===== config.mk =====
export PLATFORM = sky130hd
export DESIGN_NAME = uart_receiver_flat
export DESIGN_NICKNAME = d
export VERILOG_FILES = /design/src/rtl/uart_receiver_if.sv /design/src/rtl/uart_receiver.sv /design/src/flat_wrapper.sv
export SDC_FILE = /design/constraint.sdc
export NUM_CORES = 1
export LEC_CHECK = 0
export ABC_AREA = 1
export BUFFER_PORTS_ARGS = -buffer_cell sky130_fd_sc_hd__clkbuf_2
export CAP_MARGIN = 40
export CELL_PAD_IN_SITES_DETAIL_PLACEMENT = 2
export CELL_PAD_IN_SITES_GLOBAL_PLACEMENT = 2
export CORE_MARGIN = 2
export CORE_UTILIZATION = 39
export DETAILED_ROUTE_END_ITERATION = 10
export GPL_ROUTABILITY_DRIVEN = 0
export PLACE_DENSITY_LB_ADDON = 0.1
export SLEW_MARGIN = 10
export SYNTH_ARGS = -nofsm -noshare
export SYNTH_HDL_FRONTEND = slang
export SYNTH_SLANG_ARGS = --single-unit

===== constraint.sdc =====
create_clock -name clk -period 3.1 [get_ports clk]
set_input_delay 0.62 -clock clk [delete_from_list [all_inputs] [get_ports clk]]
set_output_delay 0.62 -clock clk [all_outputs]
set_load 0.005 [all_outputs]

===== src/rtl/uart_receiver_if.sv =====
// Signal bundle between the UART receiver and its environment:
// serial line and baud tick in, received byte and status strobes out.
interface uart_receiver_if;
    logic       sin;
    logic       sck_rising_edge;
    logic [7:0] rx_data;
    logic       rx_data_valid;
    logic       frame_error;
    logic       busy;

    modport master (
        output sin,
        output sck_rising_edge,
        input  rx_data,
        input  rx_data_valid,
        input  frame_error,
        input  busy
    );

    modport slave (
        input  sin,
        input  sck_rising_edge,
        output rx_data,
        output rx_data_valid,
        output frame_error,
        output busy
    );
endinterface


===== src/rtl/uart_receiver.sv =====
// 8N1 UART receiver on a shared 16x oversampling tick.
// Emits a one-cycle valid strobe per good byte, or a framing-error strobe.
module uart_receiver (
    input  logic            clk,
    input  logic            rst_n,
    uart_receiver_if.slave  rx_if
);

    typedef enum logic [1:0] {
        IDLE   = 2'd0,
        START  = 2'd1,
        ACTIVE = 2'd2,
        STOP   = 2'd3
    } state_e;

    state_e     state_q, state_d;
    logic [3:0] edges_q, edges_d;
    logic [2:0] bits_q, bits_d;
    logic [7:0] buf_q, buf_d;
    logic [7:0] data_q, data_d;
    logic       valid_q, valid_d;
    logic       ferr_q, ferr_d;

    logic       sin_meta_q;
    logic       sin_sync_q;
    logic       sin_prev_q;
    logic       tick;
    logic       fall;

    // Flops reset high so an idle line never looks like a start edge.
    always_ff @(posedge clk or negedge rst_n) begin
        if (!rst_n) begin
            sin_meta_q <= 1'b1;
            sin_sync_q <= 1'b1;
            sin_prev_q <= 1'b1;
        end else begin
            sin_meta_q <= rx_if.sin;
            sin_sync_q <= sin_meta_q;
            sin_prev_q <= sin_sync_q;
        end
    end

    assign tick = rx_if.sck_rising_edge;
    assign fall = sin_prev_q & ~sin_sync_q;

    always_ff @(posedge clk or negedge rst_n) begin
        if (!rst_n) begin
            state_q <= IDLE;
            edges_q <= 4'd0;
            bits_q  <= 3'd0;
            buf_q   <= 8'h00;
            data_q  <= 8'h00;
            valid_q <= 1'b0;
            ferr_q  <= 1'b0;
        end else begin
            state_q <= state_d;
            edges_q <= edges_d;
            bits_q  <= bits_d;
            buf_q   <= buf_d;
            data_q  <= data_d;
            valid_q <= valid_d;
            ferr_q  <= ferr_d;
        end
    end

    always_comb begin
        state_d = state_q;
        edges_d = edges_q;
        bits_d  = bits_q;
        buf_d   = buf_q;
        data_d  = data_q;
        valid_d = 1'b0;
        ferr_d  = 1'b0;

        unique case (state_q)
            IDLE: begin
                if (fall) begin
                    state_d = START;
                    edges_d = 4'd0;
                end
            end
            START: begin
                if (tick) begin
                    if (edges_q == 4'd7) begin
                        edges_d = 4'd0;
                        state_d = sin_sync_q ? IDLE : ACTIVE;
                    end else begin
                        edges_d = edges_q + 4'd1;
                    end
                end
            end
            ACTIVE: begin
                if (tick) begin
                    if (edges_q == 4'd15) begin
                        buf_d   = {sin_sync_q, buf_q[7:1]};
                        edges_d = 4'd0;
                        if (bits_q == 3'd7) begin
                            bits_d  = 3'd0;
                            state_d = STOP;
                        end else begin
                            bits_d = bits_q + 3'd1;
                        end
                    end else begin
                        edges_d = edges_q + 4'd1;
                    end
                end
            end
            STOP: begin
                if (tick) begin
                    if (edges_q == 4'd15) begin
                        edges_d = 4'd0;
                        state_d = IDLE;
                        // Leaving mid stop bit lets a back-to-back start edge be seen.
                        if (sin_sync_q) begin
                            data_d  = buf_q;
                            valid_d = 1'b1;
                        end else begin
                            ferr_d = 1'b1;
                        end
                    end else begin
                        edges_d = edges_q + 4'd1;
                    end
                end
            end
            default: begin
                state_d = IDLE;
            end
        endcase
    end

    assign rx_if.rx_data       = data_q;
    assign rx_if.rx_data_valid = valid_q;
    assign rx_if.frame_error   = ferr_q;
    assign rx_if.busy          = (state_q != IDLE);

endmodule


===== src/flat_wrapper.sv =====
// flat-port wrapper written by rule: the top's interface ports become plain ports
module uart_receiver_flat 
  (clk, rst_n, rx_if_sin, rx_if_sck_rising_edge, rx_if_rx_data, rx_if_rx_data_valid, rx_if_frame_error, rx_if_busy);
  uart_receiver_if rx_if_i ();
  input  logic clk;
  input  logic rst_n;
  input wire logic [$bits(rx_if_i.sin)-1:0] rx_if_sin;
  input wire logic [$bits(rx_if_i.sck_rising_edge)-1:0] rx_if_sck_rising_edge;
  output wire logic [$bits(rx_if_i.rx_data)-1:0] rx_if_rx_data;
  output wire logic [$bits(rx_if_i.rx_data_valid)-1:0] rx_if_rx_data_valid;
  output wire logic [$bits(rx_if_i.frame_error)-1:0] rx_if_frame_error;
  output wire logic [$bits(rx_if_i.busy)-1:0] rx_if_busy;
  assign rx_if_i.sin = rx_if_sin;
  assign rx_if_i.sck_rising_edge = rx_if_sck_rising_edge;
  assign rx_if_rx_data = rx_if_i.rx_data;
  assign rx_if_rx_data_valid = rx_if_i.rx_data_valid;
  assign rx_if_frame_error = rx_if_i.frame_error;
  assign rx_if_busy = rx_if_i.busy;
  uart_receiver u_core (.clk(clk), .rst_n(rst_n), .rx_if(rx_if_i));
endmodule

* After elaboration in Yosys (flattened, before gate mapping)
Cells that the tools add are included.
** Word-level totals
- Flip-flop bits (word level) :: 30
- Output and inout bits :: 11
- Input port bits :: 4
** Cells by class
- $add $sub $neg :: 2
- Reductions and logical operators :: 7
- Multiplexer cells :: 25
- Bitwise operators :: 2
- Equal/unequal tests :: 15
** Operators by type and width (count)
- $mux W4 :: 5
- $mux W2 :: 9
- $ne A2 B1 Y1 const B :: 6
- $pmux W4 S3 :: 1
- $mux W1 :: 8
- $pmux W2 S4 :: 1
- $reduce_and A8 Y1 :: 1
- $ne A2 B2 Y1 const B :: 3
- $reduce_and A3 Y1 :: 2
- $add A4 B1 Y4 const B :: 1
- $eq A2 B2 Y1 const B :: 2
- $eq A4 B3 Y1 const B :: 1
- $eq A4 B4 Y1 const B :: 1
- $reduce_and A4 Y1 :: 1
- $add A3 B1 Y3 const B :: 1
- $eq A3 B3 Y1 const B :: 1
- $mux W3 :: 1
- $eq A2 B1 Y1 const B :: 1
- $logic_not A2 Y1 :: 1
- $reduce_bool A2 Y1 :: 1
- $reduce_or A2 Y1 :: 1
- $and A1 B1 Y1 :: 1
- $not A1 Y1 :: 1

* Logic depth before layout (Yosys ltp)
- Word-level depth :: 5
- Mapped depth :: 9
- Gate-level depth less buffers :: 9

* Worst setup path after synthesis
Ideal clock, no wire load.
- Kind :: reg-to-output
- Start point :: register u_core.state_q[0]
- End point :: output rx_if_busy
- Slack :: 1.770 ns
- Arrival :: 0.710 ns
- Buffers on the path :: 0
- Stages on the path, launching flop included :: 3
- Cell sequence :: dfrtp_1 > nor2_2 > inv_1
** Between the ends
- Longest elaborated chain between the ends :: 1
** RTL lines
- start: declaration :: RTL line uart_receiver.sv:16 : state_e state_q, state_d;
- start signal: assignment :: RTL line uart_receiver.sv:56 : state_q <= state_d;
- $reduce_bool A2 Y1 :: RTL line uart_receiver.sv:134 : assign rx_if.busy = (state_q != IDLE);
- end: declaration :: RTL line flat_wrapper.sv:12 : output wire logic [$bits(rx_if_i.busy)-1:0] rx_if_busy;
No other way between the ends.

* Final worst setup path
- Start point :: register u_core.edges_q[0]
- End point :: register u_core.bits_q[2]
** Between the ends
- Longest elaborated chain between the ends :: 2
** RTL lines
- start: declaration :: RTL line uart_receiver.sv:17 : logic [3:0] edges_q, edges_d;
- start signal: assignment :: RTL line uart_receiver.sv:57 : edges_q <= edges_d;
- $eq A4 B4 Y1 :: RTL line uart_receiver.sv:94 : if (edges_q == 4'd15) begin
- $reduce_and A3 Y1 (no source line)
- end signal: assignment :: RTL line uart_receiver.sv:58 : bits_q <= bits_d;
- end: declaration :: RTL line uart_receiver.sv:18 : logic [2:0] bits_q, bits_d;
No other way between the ends.
A chain may end at the register's enable or synchronous reset.

==> impl_metrics.csv <==
group,metric,value,unit
global_route,via_count_of_the_first_global_routing_pass,1164,
flow_run,cap_viol_max_count,0,
timing,final-hold-violation-count,0,
worst_setup_path,timing_worst_setup_path_type,"register to register",
timing,final.hold.worst_slack,0.360,ns
route,met2_length,1.70,mm
die,placement_rows,21,
route,drc,0,
route,maxUsedRoutingLayer,"met4",
global_route,grtUsageTotal,17.0,%
final_layout,n_antenna_cell,0,
global_route,grt_max_degree,31,
power_and_ir_drop,comb_power_share,22.6,%
die,dieWidth,64.0,um
worst_setup_path,setup.reg_to_reg.worst_slack,1.22,ns
worst_setup_path,setup.worst_path.end_class,"register",
power_and_ir_drop,cell_internal_pwr,0.000602,W
route,routedWlPerCell,14.6,um
cts,tritoncts.num_buffers,5,
global_route,grt_pass1_wl,5.22,mm
worst_setup_path,r2r-start,"u_core.edges_q[0]",
global_route,overflow,0,
cts,h-tree-depth,2,
final_layout,layout-area-overhead-vs-synth,11.0,%
timing,slew-limit-headroom,48.4,%
final_layout,final_net_count,162,
logic_synthesis,synth.distinct_cells,23,
outcome,run_status,"finished, final reports clean",
power_and_ir_drop,cellLeakagePower,0.751,nW
worst_setup_path,capture_point_of_the_worst_reg_to_reg_path,"u_core.bits_q[2]",
timing,setup-tns-final,0,ns
worst_setup_path,path_delay_family,"simple AND/OR/NAND/NOR gates",
cts,cts_setup_buffers,0,
cts,clock_insertion_delay_worst_skew,0.32,ns
power_and_ir_drop,share_seq_of_total_power,51.0,%
logic_synthesis,synth_sequential_area_ratio,53.7,%
final_layout,layout-drive-gt1-share,42.9,%
timing,worst_pin_slew,0.774,ns
power_and_ir_drop,swShare,34.1,%
worst_setup_path,timing.reg2reg.worst_path_depth,6,
worst_setup_path,path_max_fanout,22,
worst_setup_path,cp_slowest_stage_delay,0.50,ns
cts,cts.repair.resized,0,
logic_synthesis,synthesis.yosys.warnings,0,
worst_setup_path,timing.critical_path.slowest_stage_cell,"sky130_fd_sc_hd__nand3_2",
route,drtAntennaViolNets,0,
worst_setup_path,signal_arrival_time_at_the_worst_endpoint,2.07,ns
worst_setup_path,cp_cell_sequence,"ha_1 -> nand3_1 -> inv_2 -> nand3_2 -> nand2_1 -> o21ai_2",
power_and_ir_drop,power.switching,0.000312,W
timing,setup_repair_after_global_routing_missed_its_margin,"no",
timing,timing.final.crit_share,60.7,%
cts,hold_buffers,0,
cts,clkSlewWorstSetupHoldPaths,0.10,ns
die,coreArea,3390,um^2
power_and_ir_drop,peak_supply_drop,0.241,mV
placement,port_buffers,14,
logic_synthesis,synth.net_count,144,
global_route,grt_antenna_before_repair,0,
route,detail_route.first_pass.iterations,2,
die,floorplan.initialDensity,41.5,%
route,routedLengthMet1,1.12,mm
timing,clock.fmax,531,MHz
timing,period_needed,1.88,ns
route,vias_per_cell,4.88,
worst_setup_path,data_required_time_at_the_worst_endpoint,3.29,ns
placement,detailedPlacementHpwl,2.19,mm
die,design.portCount,15,
route,met3RoutedLength,93,um
worst_setup_path,crit_buf_inv,1,
route,first_iter_violations,25,
cts,ctsRootBufferMaster,"sky130_fd_sc_hd__clkbuf_4",
timing,final.setup_skew,0.00680,ns
logic_synthesis,postSynthCellCount,137,
logic_synthesis,ys_seq_elements,30,
cts,cts_tree,"built",
route,via_count,985,
power_and_ir_drop,p_per_area,586,nW/um^2
die,floorplan.die.height,64.0,um
route,finalWirelength,2.94,mm
logic_synthesis,post_synth_instance_area,1410,um^2
timing,maxSlewViolCount,0,
cts,maximum_root_to_sink_buffer_count,2,
logic_synthesis,mean_instance_size_in_the_synthesized_netlist,10.3,um^2
power_and_ir_drop,power.clock.fraction,26.4,%
worst_hold_path,hold_class,"input port to async pin",
worst_setup_path,startpoint_type,"register",
cts,clock_sinks,30,
die,design.die.area,4100,um^2
timing,timing.final.setup_violations,0,
routing by layer:
layer  up-vias  global-route usage, %
li1        467                      -
met1       502                   16.9
met2        12                   33.3
met3         4                   3.70
met4         0                   7.34
met5         -                      0
flip-flops by register name, indices dropped and copies added (netlist names), named ones only:
| signal | flops |
|---|---|
| u_core.buf_q | 8 |
| u_core.rx_if.rx_data | 8 |
| u_core.edges_q | 4 |
| u_core.bits_q | 3 |
| u_core.rx_if.frame_error | 1 |
| u_core.rx_if.rx_data_valid | 1 |
| u_core.sin_meta_q | 1 |
| u_core.sin_prev_q | 1 |
| u_core.sin_sync_q | 1 |
| u_core.state_q | 1 |
worst max path at each step:
stage | cells after the start | endpoint | start | slack (ns)
global placement | 6 | u_core.bits_q[2] | u_core.edges_q[0] | 1.33
floorplan | 2 | rx_if_busy | u_core.state_q[0] | 1.77
CTS | 6 | u_core.bits_q[2] | u_core.edges_q[0] | 1.17
global route | 6 | u_core.bits_q[2] | u_core.edges_q[0] | 1.05
detailed placement | 6 | u_core.bits_q[2] | u_core.edges_q[0] | 1.19
finish | 6 | u_core.bits_q[2] | u_core.edges_q[0] | 1.22
metrics by stage:
stage | instances | worst slack, ns | area, um^2 | utilization, % | power [W]
finish | 202 | 1.22 | 1560 | 46.0 | 0.000914
global placement | 194 | 1.33 | 1500 | 44.2 | 0.000667
CTS | 202 | 1.17 | 1560 | 46.0 | 0.000937
detailed placement | 194 | 1.19 | 1500 | 44.2 | 0.000687
global route | 202 | 1.05 | 1560 | 46.0 | 0.000980
floorplan | 137 | 1.77 | 1410 | - | 0.000613
power by group through the flow:
stage / Combinational [W] / Sequential (W) / Clock, W
detailed placement: 0.000213 / 0.000474 / 0
global placement: 0.000196 / 0.000472 / 0
global route: 0.000241 / 0.000470 / 0.000268
CTS: 0.000214 / 0.000467 / 0.000256
floorplan: 0.000150 / 0.000463 / 0
finish: 0.000207 / 0.000466 / 0.000241
final cells by class:
type / instances / area [um^2]
clock buffer: 7 / 55.1
clock inverter: 1 / 5.00
fill: 376 / 1830
inverter: 20 / 75.1
multi-input combinational: 84 / 542
sequential: 30 / 754
tap: 46 / 57.6
timing repair buffer: 14 / 70.1
cell usage in the layout, fill, tap and decap left out, types with 3 or more instances in the layout:
cell	synthesis	layout
sky130_fd_sc_hd__nor2_2	3	3
sky130_fd_sc_hd__nand2_1	26	26
sky130_fd_sc_hd__clkbuf_4	0	5
sky130_fd_sc_hd__clkbuf_2	0	14
sky130_fd_sc_hd__nand2_2	13	13
sky130_fd_sc_hd__inv_2	4	4
sky130_fd_sc_hd__dfrtp_1	27	27
sky130_fd_sc_hd__inv_1	15	15
sky130_fd_sc_hd__nand3_1	7	7
sky130_fd_sc_hd__ha_1	3	3
sky130_fd_sc_hd__dfstp_2	3	3
sky130_fd_sc_hd__o21ai_2	18	18
sky130_fd_sc_hd__o21ai_1	3	3
cell families (layout without fill, tap and decap cells):
logic type | count (synthesis) | count (layout) | synth area share [%]
AND/OR/NAND/NOR | 57 | 57 | 21.9
flip-flops | 30 | 30 | 53.7
buffers and inverters | 23 | 42 | 7.75
AO/OA/AOI/OAI | 22 | 22 | 12.6
adder cells (fa/ha/maj) | 3 | 3 | 2.67
XOR/XNOR | 1 | 1 | 0.623
multiplexers | 1 | 1 | 0.712
synth_stat cells:
master | instances | area, um^2
sky130_fd_sc_hd__nand4_1 | 1 | 6.26
sky130_fd_sc_hd__nor2_2 | 3 | 18.8
sky130_fd_sc_hd__nand3_1 | 7 | 35.0
sky130_fd_sc_hd__inv_1 | 15 | 56.3
sky130_fd_sc_hd__o21ai_2 | 18 | 158
sky130_fd_sc_hd__dfstp_2 | 3 | 78.8
sky130_fd_sc_hd__nand2_2 | 13 | 81.3
sky130_fd_sc_hd__nor2_1 | 1 | 3.75
sky130_fd_sc_hd__nand2_1 | 26 | 97.6
sky130_fd_sc_hd__a21oi_1 | 1 | 5.00
sky130_fd_sc_hd__buf_6 | 3 | 33.8
sky130_fd_sc_hd__or2_2 | 1 | 6.26
sky130_fd_sc_hd__clkinv_1 | 1 | 3.75
sky130_fd_sc_hd__nand3_2 | 2 | 20.0
sky130_fd_sc_hd__nand4_4 | 1 | 21.3
sky130_fd_sc_hd__inv_2 | 4 | 15.0
sky130_fd_sc_hd__xor2_1 | 1 | 8.76
sky130_fd_sc_hd__mux2i_1 | 1 | 10.0
sky130_fd_sc_hd__nor4_1 | 1 | 6.26
sky130_fd_sc_hd__nor2_4 | 1 | 11.3
sky130_fd_sc_hd__o21ai_1 | 3 | 15.0
sky130_fd_sc_hd__dfrtp_1 | 27 | 676
sky130_fd_sc_hd__ha_1 | 3 | 37.5
Note: power is estimated with default switching activity, not from simulation.
